`src/rtl/tomasulo_rsv_station.sv`:
```
// tomasulo_rsv_station: N-entry reservation station with cdb_r wake-up and age-ordered issue.
// Define TOMASULO_RSV_STATION_CDB_BYPASS_EN to forward cdb_r into same-cycle eligibility and issue data.
package tomasulo_rsv_station_pkg;
  typedef enum logic [3:0] {OP_ADD, OP_SUB, OP_AND, OP_OR, OP_XOR, OP_NOT, OP_MOV0, OP_MOV1, OP_MOVI} opcode_t;
  typedef logic [15:0] imm_t;
  typedef logic [3:0] tag_t;
  typedef logic [3:0] robid_t;
  typedef logic [4:0] reg_t;
  typedef logic [31:0] word_t;
  typedef struct packed {
    logic vld;
    tag_t tag;
    word_t wdata;
    robid_t robid;
    reg_t wa;
  } cdb_t;
  typedef struct packed {
    opcode_t op;
    word_t [1:0] rdata;
    imm_t imm;
    tag_t tag;
    robid_t robid;
    reg_t wa;
  } issue_t;
endpackage

module tomasulo_rsv_station
  import tomasulo_rsv_station_pkg::*;
#(
  parameter int N = 4
) (
  input  logic clk,
  input  logic rst,
  input  logic flush,
  input  logic disp_vld,
  output logic disp_rdy,
  input  opcode_t disp_op,
  input  imm_t disp_imm,
  input  tag_t disp_tag,
  input  robid_t disp_robid,
  input  reg_t disp_wa,
  input  logic [1:0] disp_src_rdy,
  input  tag_t [1:0] disp_src_tag,
  input  word_t [1:0] disp_src_data,
  input  cdb_t cdb_r,
  output logic iss_vld,
  output issue_t iss,
  output logic [$clog2(N+1)-1:0] occupancy
);
  localparam int CW = $clog2(N+1);
  localparam int IW = $clog2(N);
  typedef struct packed {
    opcode_t op;
    imm_t imm;
    tag_t tag;
    robid_t robid;
    reg_t wa;
    logic [1:0] rdy;
    tag_t [1:0] stag;
    word_t [1:0] data;
  } ent_t;
  logic [N-1:0] vld_q, vld_d, elig;
  ent_t ent_q [N];
  ent_t ent_d [N];
  // age_q[i][j] set means entry j is older than entry i
  logic [N-1:0] age_q [N];
  logic [N-1:0] age_d [N];
  logic [CW-1:0] occ_q, occ_d;
  logic [1:0] srdy [N];
  word_t [1:0] sdat [N];
  logic [IW-1:0] win, free;
  logic acc;

  function automatic logic hit(input cdb_t c, input tag_t t);
    return c.vld && c.tag == t;
  endfunction

  assign disp_rdy = occ_q < CW'(N);
  assign occupancy = occ_q;
  assign acc = disp_vld & disp_rdy & ~flush;

  always_comb begin
    win = '0;
    free = '0;
    elig = '0;
    iss = '0;
    for (int i = 0; i < N; i++) begin
      for (int k = 0; k < 2; k++) begin
`ifdef TOMASULO_RSV_STATION_CDB_BYPASS_EN
        srdy[i][k] = ent_q[i].rdy[k] | hit(cdb_r, ent_q[i].stag[k]);
        sdat[i][k] = ent_q[i].rdy[k] ? ent_q[i].data[k] : cdb_r.wdata;
`else
        srdy[i][k] = ent_q[i].rdy[k];
        sdat[i][k] = ent_q[i].data[k];
`endif
      end
      elig[i] = vld_q[i] & (&srdy[i]);
    end
    for (int i = 0; i < N; i++) if (elig[i] && !(|(age_q[i] & elig))) win = IW'(i);
    for (int i = N-1; i >= 0; i--) if (!vld_q[i]) free = IW'(i);
    iss_vld = |elig;
    if (iss_vld) begin
      iss.op = ent_q[win].op;
      iss.rdata = sdat[win];
      iss.imm = ent_q[win].imm;
      iss.tag = ent_q[win].tag;
      iss.robid = ent_q[win].robid;
      iss.wa = ent_q[win].wa;
    end
  end

  always_comb begin
    ent_d = ent_q;
    age_d = age_q;
    vld_d = vld_q;
    for (int i = 0; i < N; i++)
      for (int k = 0; k < 2; k++)
        if (vld_q[i] && !ent_q[i].rdy[k] && hit(cdb_r, ent_q[i].stag[k])) begin
          ent_d[i].rdy[k] = 1'b1;
          ent_d[i].data[k] = cdb_r.wdata;
        end
    if (iss_vld) vld_d[win] = 1'b0;
    if (acc) begin
      vld_d[free] = 1'b1;
      ent_d[free].op = disp_op;
      ent_d[free].imm = disp_imm;
      ent_d[free].tag = disp_tag;
      ent_d[free].robid = disp_robid;
      ent_d[free].wa = disp_wa;
      ent_d[free].stag = disp_src_tag;
      for (int k = 0; k < 2; k++) begin
        ent_d[free].rdy[k] = disp_src_rdy[k] | hit(cdb_r, disp_src_tag[k]);
        ent_d[free].data[k] = disp_src_rdy[k] ? disp_src_data[k] : cdb_r.wdata;
      end
      // clearing the column drops stale "older" bits left by the previous occupant
      for (int j = 0; j < N; j++) age_d[j][free] = 1'b0;
      age_d[free] = vld_q;
    end
    if (flush) vld_d = '0;
    occ_d = flush ? '0 : occ_q + CW'(acc) - CW'(iss_vld);
  end

  always_ff @(posedge clk or posedge rst) begin
    if (rst) begin
      vld_q <= '0;
      occ_q <= '0;
      for (int i = 0; i < N; i++) begin
        ent_q[i] <= '0;
        age_q[i] <= '0;
      end
    end else begin
      vld_q <= vld_d;
      occ_q <= occ_d;
      ent_q <= ent_d;
      age_q <= age_d;
    end
  end
endmodule

```
`config.mk`:
```
export PLATFORM = sky130hd
export DESIGN_NAME = tomasulo_rsv_station
export DESIGN_NICKNAME = d
export VERILOG_FILES = /design/src/rtl/tomasulo_rsv_station.sv
export SDC_FILE = /design/constraint.sdc
export NUM_CORES = 1
export LEC_CHECK = 0
export ABC_AREA = 1
export CORE_AREA = 2 2 272 194
export CTS_CLUSTER_SIZE = 24
export DETAILED_ROUTE_END_ITERATION = 16
export DIE_AREA = 0 0 274 196
export GPL_ROUTABILITY_DRIVEN = 0
export PLACE_DENSITY = 0.77
export SLEW_MARGIN = 5
export SYNTH_ARGS = -nofsm -noshare
export SYNTH_HDL_FRONTEND = slang
export SYNTH_SLANG_ARGS = --single-unit
```
`constraint.sdc`:
```
create_clock -name clk -period 15.25 [get_ports clk]
set_input_delay 3.05 -clock clk [delete_from_list [all_inputs] [get_ports clk]]
set_output_delay 3.05 -clock clk [all_outputs]
set_load 0.01 [all_outputs]
```
==> summary.txt <==
Worst setup path
  – Critical Path Start: vld_q[2]
  – RR Startpoint: vld_q[2]
  – R2R cell count: 8
  – CP Launch Type: flip-flop
  – Crit path DAT: approximately 5.9 ns
  – Worst Path Required: approximately 12 ns
  – Reg-to-Reg End: vld_q[1]
  – Max FO, Critical Path: about 120
  – Crit path capture type: output port
  – Worst Setup Path Type: reg2out
  – Register-to-register setup slack: roughly 11 ns
  – Critical path capture point: iss[69]

STA
  – Slew Viols, Final: 0
  – Final setup margin: roughly 6.3 ns
  – Min cycle time layout: roughly 9 ns
  – Fmax: around 0.11 GHz
  – RSZ-0062 raised after global routing: no
  – Final Setup Violations: 0
  – Final period utilization: a little under 60%
  – Worst slew pin tran: about 1.2 ns
  – Rel. slew slack: between 10% and 20%
  – Clk_skew: about 0.022 ns
  – Setup TNS: 0 ns
  – Final hold vios: 0

Global route
  – Vias in the first global route: 24310
  – Antenna violations before repair: 5
  – First-pass GRT wire length: ~140000 µm
  – Largest net degree at the start of global routing: approximately 180
  – GRT Util Overall: 33.09%
  – GR Overflow Total: 0

Placement
  – Placed Area: 29190 µm²
  – Place WS: between 7 and 8 ns
  – Port-buffer cells: about 250
  – Hpwl dp: slightly below 50000 µm

Route
  – Routed len/inst: ~19 µm
  – Initial DRC Count: between 3000 and 4000
  – Vias per cell: 5.626
  – Drt drc: 0
  – Via count: 26080
  – Antenna Nets Post-Route: 0
  – First-pass DRT Iterations: 6
  – Final wirelength: approximately 90000 µm

Die
  – CORE AREA: ~51000 µm²
  – Num rows: 70
  – Die area: 53700 µm²
  – Die Ht: approximately 200 µm
  – Initial Util: a little over half
  – Die W: ~270 µm
  – Io pins: 259

Logic synthesis
  – Area leader, netlist: dfrtp_1
  – Cells after synthesis: 3872
  – Post-synth ARST share: 100.0%
  – Post-synth cell types: 39
  – Mean Syn Cell Area: approximately 6.9 µm²
  – Syn_nets: 4032
  – Post-synth EDFFs: 0
  – Post-synthesis sequential area ratio: a little over two fifths
  – Synth Register Bits: 447
  – Synth top area cells: dfrtp_1 42%, nand2_1 11%, o21ai_0 11%, inv_1 9.3%, nand4_1 5.5%
  – Post-synth top area share: a little over two fifths
  – Post-synth top flop: dfrtp_1
  – Yosys warning total: 0
  – Mapped cell area: 26760 µm²

Clock network
  – Root buffer cell: clkbuf_16
  – Clk slew on worst S/H paths: 0.06 ns
  – Clk buf depth: 3
  – Hold_buf cts: 0
  – Post-CTS sizing: 0
  – Htree depth: 2
  – Clock Sinks: between 400 and 500
  – CTS Buf Count: 47
  – Worst-skew pair later-pin latency: around 0.58 ns
  – TritonCTS clock tree: built
  – Post-CTS Setup Bufs: 0

Finish
  – Layout cell share with drive strength beyond 1: between 5 and 6%
  – Storage element area: approximately 11000 µm²
  – Nets@finish: around 4100
  – Final core occ: 59.87%
  – Post-route cell area: 30730 µm²
  – Commonest cells after routing, fill and taps aside: 783 x nand2_1, 661 x inv_1, 568 x o21ai_0
  – Leading cell type in the layout, fill and taps excluded: nand2_1
  – Area delta synth->final: 14.83%
  – Fillers: about 4800
  – Area of the multi-input gates: ~12000 µm²

Outcome
  – Status: complete, no violations

Worst hold path
  – Hold Path Class: reg2reg
  – WHS Path Cells: 2

Pwr
  – Total power draw: between 3 and 4 mW
  – VDD IR max: between 0.07 and 0.08 mV
  – Pwr Density: 129.2 nW/µm²
  – Leakage power: between 15 and 20 nW

Flow run
  – Max_cap viols: 0
## metal layers
layer  share of wire [%]  global-route usage [%]  vias up
li1                    -                       -    12450
met1                  41                   47.37    11880
met2                  43                   48.95     1523
met3                  13                   8.397      217
met4                 3.1                   10.91        4
met5               0.028                       0        -
## logic make-up (layout without fill, tap and decap cells)
kind of cell | Yosys count | in the layout | synth area share [%]
flops | 447 | 447 | 41.80
buf+inv | 988 | 1065 | 14.76
other cells | 0 | 2 | 0
xor+xnor | 17 | 17 | 0.5564
compound gates | 851 | 851 | 16.40
fa+ha+maj | 3 | 3 | 0.1683
simple gates | 1566 | 1566 | 26.31
## through the flow
step | instances | hold slack (ns)
after floorplan | 3872 | 0.4444
after global placement | 4549 | 0.4571
after detailed placement | 4549 | 0.4643
after CTS | 4633 | 0.4795
after global routing | 4634 | 0.5018
final | 4635 | 0.4748
## synthesized netlist by cell type (2+ instances only)
cell      count
nand2_1     787
inv_1       663
o21ai_0     568
dfrtp_1     447
nor2_1      241
nand4_1     234
nand3_1     217
a21oi_1     198
clkbuf_1    138
buf_2       131
o21ai_1      54
or2_2        41
nand3b_1     33
inv_2        21
buf_1        12
buf_4        11
xnor2_1      11
o211ai_2     10
o211ai_1      9
clkinv_1      7
xor2_1        6
buf_6         5
o22ai_1       4
nor2_4        3
o21a_1        3
ha_1          2
nand2_2       2
nand2_4       2
nor3_1        2
## layout make-up
class / count / share of cell area (%)
clock buffers: 74 / 4.589
multi-input cells: 2437 / 38.16
diodes: 2 / 0.01629
inverters: 691 / 8.461
clock inverters: 10 / 0.4072
flip-flops and latches: 447 / 36.40
well taps: 684 / 2.785
repair buffers: 290 / 9.178
## critical path: stages (launching register included)
cell	delay, ns
dfrtp_1	0.48
nand3_1	0.20
nor2_1	0.09
nor2_4	0.66
nand2_8	0.58
nand2_4	0.82
buf_4	0.83
nand2_1	0.10
inv_1	0.08
nand2_1	0.05
inv_1	0.05
nor2_1	0.03
nor2_1	0.53
clkdlybuf4s50_1	0.66
## power by group
group | switching (mW) | internal (mW) | total (mW)
Clock | 0.494 | 0.683 | 1.18
Sequential | 0.169 | 1.51 | 1.68
Combinational | 0.655 | 0.455 | 1.11
Total | 1.32 | 2.65 | 3.97
## worst min-delay path by stage
stage | start | slack, ns | to
after floorplan | flip-flop | 0.44 | flip-flop
after global placement | flip-flop | 0.46 | flip-flop
after detailed placement | flip-flop | 0.46 | flip-flop
after CTS | flip-flop | 0.48 | flip-flop
after global routing | flip-flop | 0.50 | flip-flop
final | flip-flop | 0.47 | flip-flop
Note: power is estimated with default switching activity, not from simulation.
